$ cat src/rtl/sqrt_ctrl.sv
// sqrt_ctrl: sequencing controller for an fp16 square-root datapath.
// Accepts one operand at a time, lets an external load stage split it into
// fields, resolves special operands directly and otherwise runs the
// iterative core for ITERS+1 cycles before presenting the result.
`timescale 1ns/1ps

module sqrt_ctrl #(
    parameter int ITERS = 11
) (
    input  logic        clk,
    input  logic        rst_n,
    input  logic        in_valid,
    input  logic [15:0] in_data,
    output logic        in_ready,
    output logic        load_enable,
    output logic [15:0] load_data,
    input  logic        load_valid,
    input  logic        load_sign,
    input  logic [4:0]  load_exp,
    input  logic [9:0]  load_mant,
    output logic        iter_start,
    output logic        iter_step,
    output logic [3:0]  iter_idx,
    input  logic [15:0] core_result,
    output logic        out_valid,
    output logic [15:0] out_data,
    output logic        out_invalid,
    input  logic        out_ready,
    output logic        busy
);

    typedef enum logic [1:0] {
        IDLE,
        LOAD,
        ITER,
        DONE
    } state_t;

    localparam logic [3:0]  LAST_IDX = 4'(ITERS);
    localparam logic [15:0] QNAN     = 16'h7E00;
    localparam logic [15:0] POS_INF  = 16'h7C00;

    state_t      state;
    state_t      state_next;
    logic        result_load;
    logic [15:0] result_value;
    logic        result_invalid;
    logic        accept;

    // State register; reset drops any operation in flight.
    always_ff @(posedge clk or negedge rst_n) begin
        if (!rst_n) begin
            state <= IDLE;
        end else begin
            state <= state_next;
        end
    end

    // Next-state logic, operand classification and decoded control outputs.
    always_comb begin
        state_next     = state;
        result_load    = 1'b0;
        result_value   = 16'h0000;
        result_invalid = 1'b0;
        in_ready       = (state == IDLE);
        load_enable    = (state != IDLE);
        busy           = (state != IDLE);
        out_valid      = (state == DONE);
        iter_start     = (state == ITER) && (iter_idx == 4'd0);
        iter_step      = (state == ITER) && (iter_idx != LAST_IDX);
        accept         = (state == IDLE) && in_valid;

        case (state)
            IDLE: begin
                if (in_valid) begin
                    state_next = LOAD;
                end
            end
            LOAD: begin
                if (load_valid) begin
                    if (load_exp == 5'h1F && load_mant != 10'd0) begin
                        state_next     = DONE;
                        result_load    = 1'b1;
                        result_value   = QNAN;
                        result_invalid = 1'b1;
                    end else if (load_exp == 5'h00 && load_mant == 10'd0) begin
                        state_next     = DONE;
                        result_load    = 1'b1;
                        result_value   = {load_sign, 15'h0000};
                    end else if (load_sign) begin
                        state_next     = DONE;
                        result_load    = 1'b1;
                        result_value   = QNAN;
                        result_invalid = 1'b1;
                    end else if (load_exp == 5'h1F) begin
                        state_next     = DONE;
                        result_load    = 1'b1;
                        result_value   = POS_INF;
                    end else begin
                        state_next     = ITER;
                    end
                end
            end
            ITER: begin
                if (iter_idx == LAST_IDX) begin
                    state_next   = DONE;
                    result_load  = 1'b1;
                    result_value = core_result;
                end
            end
            DONE: begin
                if (out_ready) begin
                    state_next = IDLE;
                end
            end
            default: begin
                state_next = IDLE;
            end
        endcase
    end

    // Operand register, only overwritten when a new operand is accepted.
    always_ff @(posedge clk or negedge rst_n) begin
        if (!rst_n) begin
            load_data <= 16'h0000;
        end else if (accept) begin
            load_data <= in_data;
        end
    end

    // Result registers, held stable through DONE until the consumer accepts.
    always_ff @(posedge clk or negedge rst_n) begin
        if (!rst_n) begin
            out_data    <= 16'h0000;
            out_invalid <= 1'b0;
        end else if (result_load) begin
            out_data    <= result_value;
            out_invalid <= result_invalid;
        end
    end

    // Iteration index counts only while staying in ITER, so it never wraps.
    always_ff @(posedge clk or negedge rst_n) begin
        if (!rst_n) begin
            iter_idx <= 4'd0;
        end else if (state == ITER && state_next == ITER) begin
            iter_idx <= iter_idx + 4'd1;
        end else begin
            iter_idx <= 4'd0;
        end
    end

endmodule

$ cat config.mk
export PLATFORM = sky130hd
export DESIGN_NAME = sqrt_ctrl
export DESIGN_NICKNAME = d
export VERILOG_FILES = /design/src/rtl/sqrt_ctrl.sv
export SDC_FILE = /design/constraint.sdc
export NUM_CORES = 1
export LEC_CHECK = 0
export BUFFER_PORTS_ARGS = -buffer_cell sky130_fd_sc_hd__buf_4
export CORE_ASPECT_RATIO = 1.75
export CORE_MARGIN = 2
export CORE_UTILIZATION = 40
export CTS_CLUSTER_DIAMETER = 30
export DETAILED_ROUTE_END_ITERATION = 8
export PLACE_DENSITY = 0.73
export REMOVE_ABC_BUFFERS = 1
export SETUP_SLACK_MARGIN = 0.05
export SLEW_MARGIN = 40
export SYNTH_ARGS = -nofsm -noshare
export SYNTH_HDL_FRONTEND = slang
export SYNTH_SLANG_ARGS = --single-unit
export TNS_END_PERCENT = 20
$ cat constraint.sdc
create_clock -name clk -period 3.4 [get_ports clk]
set_input_delay 0.17 -clock clk [delete_from_list [all_inputs] [get_ports clk]]
set_output_delay 0.17 -clock clk [all_outputs]
set_load 0.1 [all_outputs]
==> results of run 1 <==
[metrics by stage]
step / setup WS (ps) / instance area, um^2 / cells / hold slack (ps) / setup TNS [ps]
after CTS: 1120 / 2738 / 302 / 88.77 / 0
after detailed placement: 1142 / 2595 / 293 / 171.3 / 0
after global routing: 970.6 / 2738 / 302 / 81.86 / 0
final: 1138 / 2738 / 302 / 98.26 / 0
after global placement: 1211 / 2595 / 293 / 165.0 / 0
after floorplan: -731.0 / 1818 / 147 / -125.6 / -1059
[placed cells by master, fill, tap and decap left out, types with 2 or more instances in the layout]
cell type | netlist | layout
o31ai_1 | 2 | 2
nand3_1 | 3 | 3
a31oi_1 | 2 | 2
o21ai_0 | 5 | 5
nor2b_1 | 2 | 2
nand2_1 | 17 | 17
mux2_2 | 23 | 23
buf_4 | 1 | 95
ha_1 | 6 | 6
clkbuf_8 | 0 | 5
a22o_1 | 9 | 9
a21oi_1 | 2 | 2
a21o_1 | 2 | 2
nor3_1 | 4 | 4
inv_1 | 6 | 6
bufinv_16 | 0 | 2
nor2_1 | 7 | 7
dfrtp_1 | 39 | 39
[flip-flops by register name, indices dropped and copies added, names as in the netlist]
register,count
iter_idx,4
load_data,16
out_data,16
out_invalid,1
state,2
[synthesized netlist by cell type (3+ instances only)]
library cell	instances	share of area [%]
nand3_1	3	0.81
nand2_1	17	3.4
a22o_1	9	4.3
o21ai_0	5	1.4
inv_1	6	1.2
nor2_1	7	1.4
nor3_1	4	1.1
ha_1	6	4.1
mux2_2	23	14
dfrtp_1	39	53
[routing by layer]
metal | GRT usage [%] | wire length (um)
met1 | 18.33 | 1606
met2 | 30.85 | 2357
met3 | 4.132 | 255
met4 | 6.911 | 50
met5 | 0 | 0
[layout make-up]
class	count	area [um^2]	area share, %
well taps	51	63.81	2.331
clock buffers	6	72.57	2.651
multi-input cells	102	819.5	29.94
clock inverters	2	60.06	2.194
inverters	6	22.52	0.8227
repair buffers	96	723.2	26.42
flip-flops and latches	39	975.9	35.65
[path summary, 6_finish.rpt]
kind	start	end	slack (ps)
min reg2reg	load_data[2]	load_data[2]	510
max in group asynchronous	rst_n	load_data[5]	2680
max reg2reg	state[0]	out_data[11]	1140
max	state[0]	out_data[11]	1140
min	core_result[2]	out_data[2]	100
min in group asynchronous	rst_n	iter_idx[0]	390
[cells by family (layout without fill, tap and decap cells)]
logic type	after synthesis	count (layout)	synth area share [%]
and+or+nand+nor	41	41	12.49
DFF	39	39	52.67
adders and majority gates	6	6	4.051
muxes	24	24	14.79
AOI/OAI and AO/OA	29	29	11.95
buffers and inverters	12	110	3.106
xor gates and xnor gates	2	2	0.9455
[worst reg2reg max path, cell delays in order (launching register included)]
cell	delay, ps
dfrtp_1	430
inv_1	100
ha_1	270
and4b_1	360
a311oi_2	300
o21ai_2	110
nand3_4	220
mux2_2	370
==> flow_metrics.env, run 1 <==
export IMPL_end_kind="flop"
export IMPL_syn_inst=153
export IMPL_cp_start_kind="flop"
export IMPL_vias_per_cell=5.026
export IMPL_slew_headroom_pct=57.51
export IMPL_cts_resized=0
export IMPL_hold_viol=0
export IMPL_outcome="completed"
export IMPL_grt_start_max_net_pins=40
export IMPL_async_flop_share_pct=100.0
export IMPL_cts_buffer_depth=2
export IMPL_finalCriticalPeriod_ps=2262
export IMPL_core_um2=4444
export IMPL_track_usage_pct=16.88
export IMPL_slew_viol_final=0
export IMPL_dieHeight_um=94.04
export IMPL_nNetsFinal=309
export IMPL_cts_clk_slew_worst_paths_ps=80
export IMPL_fin_worst_skew_ps=7.125
export IMPL_avgSynthCellArea_um2=12.11
export IMPL_synth_distinct_cells=38
export IMPL_num_rows=32
export IMPL_ant_nets=0
export IMPL_drtPass1Iterations=4
export IMPL_cts_tree="yes"
export IMPL_rsz0062_at_grt="false"
export IMPL_drt_iter0_drc=26
export IMPL_diodes=0
export IMPL_drc=0
export IMPL_slowest_stage="dfrtp_1"
export IMPL_clk_latency_ps=280
export IMPL_cts_htree_levels=2
export IMPL_cts_hold_buffers=1
export IMPL_routed_wl_um=4269
export IMPL_fillers=381
export IMPL_overflow=0
export IMPL_hold_path_depth=2
export IMPL_setup_violations=0
export IMPL_fin_util_pct=61.60
export IMPL_min_path_type="in2reg"
export IMPL_synth_flop_cell="dfrtp_1"
export IMPL_critical_path_max_stage_delay_ps=430
export IMPL_critPathRequiredTime_ps=3570
export IMPL_routed_via_count=1518
export IMPL_drive_gt1_share_pct=52.99
export IMPL_max_freq_ghz=0.4420
export IMPL_critPathKind="reg2reg"
export IMPL_cp_depth=7
export IMPL_hpwl_um=3332
export IMPL_tightest_slew_ps=635.8
export IMPL_cts_setup_buffers=0
export IMPL_yosysWarnings=0
export IMPL_grt_pass1_wl_um=6920
export IMPL_area_growth_pct=47.74
export IMPL_path_cells="inv_1 > ha_1 > and4b_1 > a311oi_2 > o21ai_2 > nand3_4 > mux2_2"
export IMPL_pin_count=96
export IMPL_synth_edf_count=0
export IMPL_initial_core_util_pct=41.69
export IMPL_crit_path_max_fanout=17
export IMPL_r2r_cells=7
export IMPL_port_buffer_count=95
export IMPL_fin_crit_sh_pct=66.54
export IMPL_die_x_um=55.45
export IMPL_ys_seq_area_share_pct=52.67
export IMPL_grt_pass1_vias=1551
export IMPL_antenna_found_initial=0
export IMPL_globalplace_congestion=0.8350
export IMPL_path_buf_inv=1
export IMPL_dieArea_um2=5215
export IMPL_critPathArrivalTime_ps=2430
export IMPL_cap_violations=0
export IMPL_cts_sinks=39
export IMPL_crit_family="simple AND/OR/NAND/NOR gates"
export IMPL_cts_made_buffers=5
export IMPL_ys_ff_latch=39
export IMPL_wl_per_cell_um=14.14
export IMPL_root_buffer="clkbuf_8"
export IMPL_synth_area_um2=1853
Power of run 1 is left out: the tool's default activity adds up to more than one toggle a clock period on the data nets, which glitch-free logic cannot reach.
==> inputs of run 2 (changes only) <==
Clock period 3.4 ns to 2.1 ns, I/O delays scaled along.
==> run 2 against run 1 <==
Compared with the run above:
- die area unchanged
- maximum frequency increased by 16%
- via count increased by 4.1%
- register-to-register slack got worse by 990 ps
- hold slack got worse by 74 ps
- cell area increased by 1.3%
- non-clock buffer count increased by 6
- wire length increased by 6.6%
- worst setup slack got worse by 990 ps
- flip-flop and latch count unchanged
- cell count increased by 2.0%
- highest routed layer unchanged
==> flow_metrics.env, run 2 (synthesized netlist as in run 1, its figures left out) <==
export IMPL_pin_count=96
export IMPL_post_dp_cell_area_um2=2640
export IMPL_mostFrequentLayoutCell="buf_4"
export IMPL_min_to="out_data[7]"
export IMPL_min_path_type="in2reg"
export IMPL_cts_buffer_depth=2
export IMPL_drtPass1Iterations=4
export IMPL_grt_pass1_vias=1569
export IMPL_port_buffer_count=95
export IMPL_critPathKind="reg2reg"
export IMPL_critical_path_max_stage_delay_ps=430
export IMPL_max_freq_ghz=0.5116
export IMPL_drc=0
export IMPL_outcome="completed"
export IMPL_reg2reg_setup_slack_ps=150
export IMPL_worstReg2RegEnd="out_data[11]"
export IMPL_r2r_cells=6
export IMPL_slew_viol_final=0
export IMPL_cp_start_kind="flop"
export IMPL_cts_tree="yes"
export IMPL_setup_violations=0
export IMPL_hpwl_um=3594
export IMPL_cts_sinks=39
export IMPL_reg_top3="load_data: 16 flops, out_data: 16 flops, iter_idx: 4 flops"
export IMPL_num_rows=32
export IMPL_cts_made_buffers=5
export IMPL_hold_path_depth=2
export IMPL_dieArea_um2=5215
export IMPL_hold_ws_ps=23.92
export IMPL_fin_setup_tns_ps=0
export IMPL_nNetsFinal=315
export IMPL_drive_gt1_share_pct=54.86
export IMPL_tightest_slew_ps=490.3
export IMPL_cap_violations=0
export IMPL_overflow=0
export IMPL_initial_core_util_pct=41.69
export IMPL_globalplace_congestion=0.8267
export IMPL_final_cell_mix="101 x buf_4, 39 x dfrtp_1, 23 x mux2_2"
export IMPL_fin_util_pct=62.39
export IMPL_die_x_um=55.45
export IMPL_fin_worst_skew_ps=4.766
export IMPL_fin_crit_sh_pct=93.08
export IMPL_critPathArrivalTime_ps=2130
export IMPL_diodes=0
export IMPL_clk_latency_ps=290
export IMPL_root_buffer="clkbuf_8"
export IMPL_cts_setup_buffers=0
export IMPL_cts_clk_slew_worst_paths_ps=80
export IMPL_cts_htree_levels=2
export IMPL_dieHeight_um=94.04
export IMPL_crit_path_max_fanout=9
export IMPL_critPathRequiredTime_ps=2270
export IMPL_path_cells="ha_1 > and4b_1 > a311oi_2 > o21ai_2 > nand3_4 > mux2_2"
export IMPL_final_area_um2=2773
export IMPL_antenna_found_initial=0
export IMPL_rsz0062_at_grt="false"
export IMPL_slowest_stage="dfrtp_1"
export IMPL_grt_start_max_net_pins=40
export IMPL_area_growth_pct=49.63
export IMPL_hp_start="core_result[7]"
export IMPL_finalCriticalPeriod_ps=1955
export IMPL_grt_pass1_wl_um=7217
export IMPL_routed_via_count=1580
export IMPL_hold_viol=0
export IMPL_end_kind="flop"
export IMPL_routed_wl_um=4549
export IMPL_drt_iter0_drc=71
export IMPL_vias_per_cell=5.130
export IMPL_wl_per_cell_um=14.77
export IMPL_reg2reg_from="iter_idx[0]"
export IMPL_ant_nets=0
export IMPL_track_usage_pct=17.91
export IMPL_slew_headroom_pct=67.31
export IMPL_core_um2=4444
[run 2: cell count changes in the layout (fill, tap and decap cells not counted), sizes merged]
cell | previous run | this run
clkinv | 0 | 1
bufinv | 2 | 1
buf | 95 | 101
[run 2: worst max-delay path by stage]
stage	startpoint	endpoint	slack, ps	depth (start not counted)
global route	iter_idx[0]	out_invalid	80	6
detailed placement	iter_idx[0]	out_invalid	160	6
finish	iter_idx[0]	out_data[11]	150	6
floorplan	iter_idx[0]	iter_start	-1970	3
global placement	iter_idx[0]	out_data[13]	230	6
CTS	iter_idx[0]	out_invalid	140	6
[run 2: final cells by class]
| cell class | instances | area (um^2) |
|---|---|---|
| sequential | 39 | 975.9 |
| fill | 382 | 1672 |
| timing repair buffer | 102 | 768.2 |
| clock inverter | 2 | 35.03 |
| inverter | 6 | 22.52 |
| tap | 51 | 63.81 |
| clock buffer | 6 | 82.58 |
| multi-input combinational | 102 | 824.5 |
[run 2: critical path, delay by kind of cell, from the launching register on]
family,cells,cell delay (ps)
flip-flops,1,430
AND/OR/NAND/NOR,2,410
AO/OA/AOI/OAI,2,380
multiplexers,1,360
adder cells (fa/ha/maj),1,250
[run 2: metal layers]
layer	GRT usage, %	wire length [um]	vias to the layer above
li1	-	-	753
met1	19.15	1566	746
met3	4.132	310	7
met2	33.73	2608	74
met4	6.301	63	0
met5	0	0	-
[run 2: per-stage QoR]
step,setup WS [ps],cells
2_1_floorplan,-1966,147
3_3_place_gp,225.3,299
3_5_place_dp,157.1,299
4_1_cts,142.9,308
5_1_grt,82.32,308
6_report,145.3,308
[run 2: what timing repair did]
action                                 4_1_cts  5_1_grt
gates resized for setup                      0        1
setup endpoints to repair                    0        1
endpoints found under the hold margin       39        0
hold buffers                                 1        0
Power of run 2 is left out for the same reason.
==> inputs of run 3 (changes only) <==
Settings changed: CORE_MARGIN 2 to 1.5.
==> run 3 against run 2 <==
Compared with the run above:
- critical path type unchanged
- hold slack gained 4.1 ps
- sequential share of layout area down 0.17 points
- utilization rose by 0.31 points
- cell count is the same
- wire length shrank 3.3%
- maximum frequency increased by 0.64%
- non-clock buffer count did not move
==> flow_metrics.env, run 3 (synthesized netlist as in run 1, its figures left out) <==
export IMPL_routed_via_count=1584
export IMPL_diodes=0
export IMPL_cts_made_buffers=5
export IMPL_num_rows=32
export IMPL_critPathKind="reg2reg"
export IMPL_routed_wl_um=4399
export IMPL_core_um2=4444
export IMPL_final_cell_mix="101 x buf_4, 39 x dfrtp_1, 23 x mux2_2"
export IMPL_tightest_slew_ps=490.2
export IMPL_vias_per_cell=5.143
export IMPL_drtPass1Iterations=4
export IMPL_slew_viol_final=0
export IMPL_overflow=0
export IMPL_critPathRequiredTime_ps=2280
export IMPL_track_usage_pct=18.56
export IMPL_root_buffer="clkbuf_8"
export IMPL_slew_headroom_pct=67.32
export IMPL_area_growth_pct=50.37
export IMPL_critical_path_max_stage_delay_ps=410
export IMPL_r2r_cells=6
export IMPL_critPathArrivalTime_ps=2120
export IMPL_clk_latency_ps=290
export IMPL_cts_htree_levels=2
export IMPL_finalCriticalPeriod_ps=1942
export IMPL_max_freq_ghz=0.5149
export IMPL_fin_crit_sh_pct=92.48
export IMPL_met1_usage_pct=17.47
export IMPL_port_buffer_count=95
export IMPL_drt_iter0_drc=10
export IMPL_outcome="completed"
export IMPL_reg2reg_setup_slack_ps=160
export IMPL_min_path_type="in2reg"
export IMPL_fin_util_pct=62.70
export IMPL_path_buf_inv=0
export IMPL_cts_buffer_depth=2
export IMPL_reg_top3="load_data: 16 flops, out_data: 16 flops, iter_idx: 4 flops"
export IMPL_grtUsageMet3_pct=3.834
export IMPL_dieArea_um2=5066
export IMPL_path_cells="ha_1 > and4b_1 > a311oi_2 > o21ai_2 > nand3_4 > mux2_2"
export IMPL_dieHeight_um=93.04
export IMPL_grt_start_max_net_pins=40
export IMPL_die_x_um=54.45
export IMPL_crit_family="simple AND/OR/NAND/NOR gates"
export IMPL_slowest_stage="dfrtp_1"
export IMPL_fin_setup_tns_ps=0
export IMPL_cts_clk_slew_worst_paths_ps=80
export IMPL_use_met2_pct=35.24
export IMPL_cap_violations=0
export IMPL_cts_sinks=39
export IMPL_reg2reg_from="iter_idx[1]"
export IMPL_drc=0
export IMPL_hold_path_depth=2
export IMPL_min_to="out_data[4]"
export IMPL_busiest_layer="met2"
export IMPL_cp_start_kind="flop"
export IMPL_setup_violations=0
export IMPL_worstReg2RegEnd="out_data[13]"
export IMPL_cts_tree="yes"
export IMPL_cts_setup_buffers=0
export IMPL_fin_worst_skew_ps=5.657
export IMPL_drive_gt1_share_pct=54.47
export IMPL_wl_per_cell_um=14.28
export IMPL_pin_count=96
export IMPL_mostFrequentLayoutCell="buf_4"
export IMPL_hp_start="core_result[4]"
export IMPL_nNetsFinal=315
export IMPL_end_kind="flop"
export IMPL_hold_viol=0
export IMPL_crit_path_max_fanout=9
export IMPL_ant_nets=0
export IMPL_grt_pass1_vias=1625
export IMPL_grt_pass1_wl_um=6810
export IMPL_initial_core_util_pct=41.69
export IMPL_globalplace_congestion=0.8520
export IMPL_antenna_found_initial=0
export IMPL_hpwl_um=3453
export IMPL_rsz0062_at_grt="false"
export IMPL_cts_resized=0
[run 3: cell types whose count changed in the layout (fill, tap and decap cells not counted)]
cell and delta:
nor3_2 -1, nor3_1 +1, clkinv_2 -1, clkbuf_8 -1, bufinv_16 +1, clkinvlp_4 +1
[run 3: through the flow]
stage               instances  setup slack (ps)  instance area, um^2  hold slack [ps]
floorplan                 147             -1966                 1818           -190.6
global placement          299             232.1                 2640            102.9
detailed placement        299             158.2                 2640            108.7
CTS                       308             148.4                 2786            19.18
global route              308             65.53                 2786            24.75
finish                    308             157.8                 2786            28.04
[run 3: how the worst max path moves through the flow]
stage	slack [ps]	start	cells past startpoint	endpoint
final	160	iter_idx[1]	6	out_data[13]
after global routing	70	iter_idx[1]	6	out_data[13]
after CTS	150	iter_idx[1]	6	out_data[13]
after detailed placement	160	iter_idx[1]	6	out_data[13]
after global placement	230	iter_idx[1]	6	out_data[12]
after floorplan	-1970	iter_idx[0]	3	iter_start
[run 3: area by class of cell]
type,count,area [um^2]
Clock buffer,5,68.82
Clock inverter,3,67.56
Fill cell,388,1658
Inverter,6,22.52
Multi-Input combinational cell,102,819.5
Sequential cell,39,975.9
Tap cell,51,63.81
Timing Repair Buffer,102,768.2
[run 3: repair_timing]
action / in CTS / in global routing
endpoints found under the hold margin: 39 / 0
hold buffers: 1 / 0
endpoints found under the setup margin: 0 / 0
[run 3: layer usage]
metal,vias up,share of wire [%]
li1,749,-
met1,754,34
met2,71,58
met3,10,5.6
met4,0,2.8
met5,-,0
Power of run 3 is left out for the same reason.
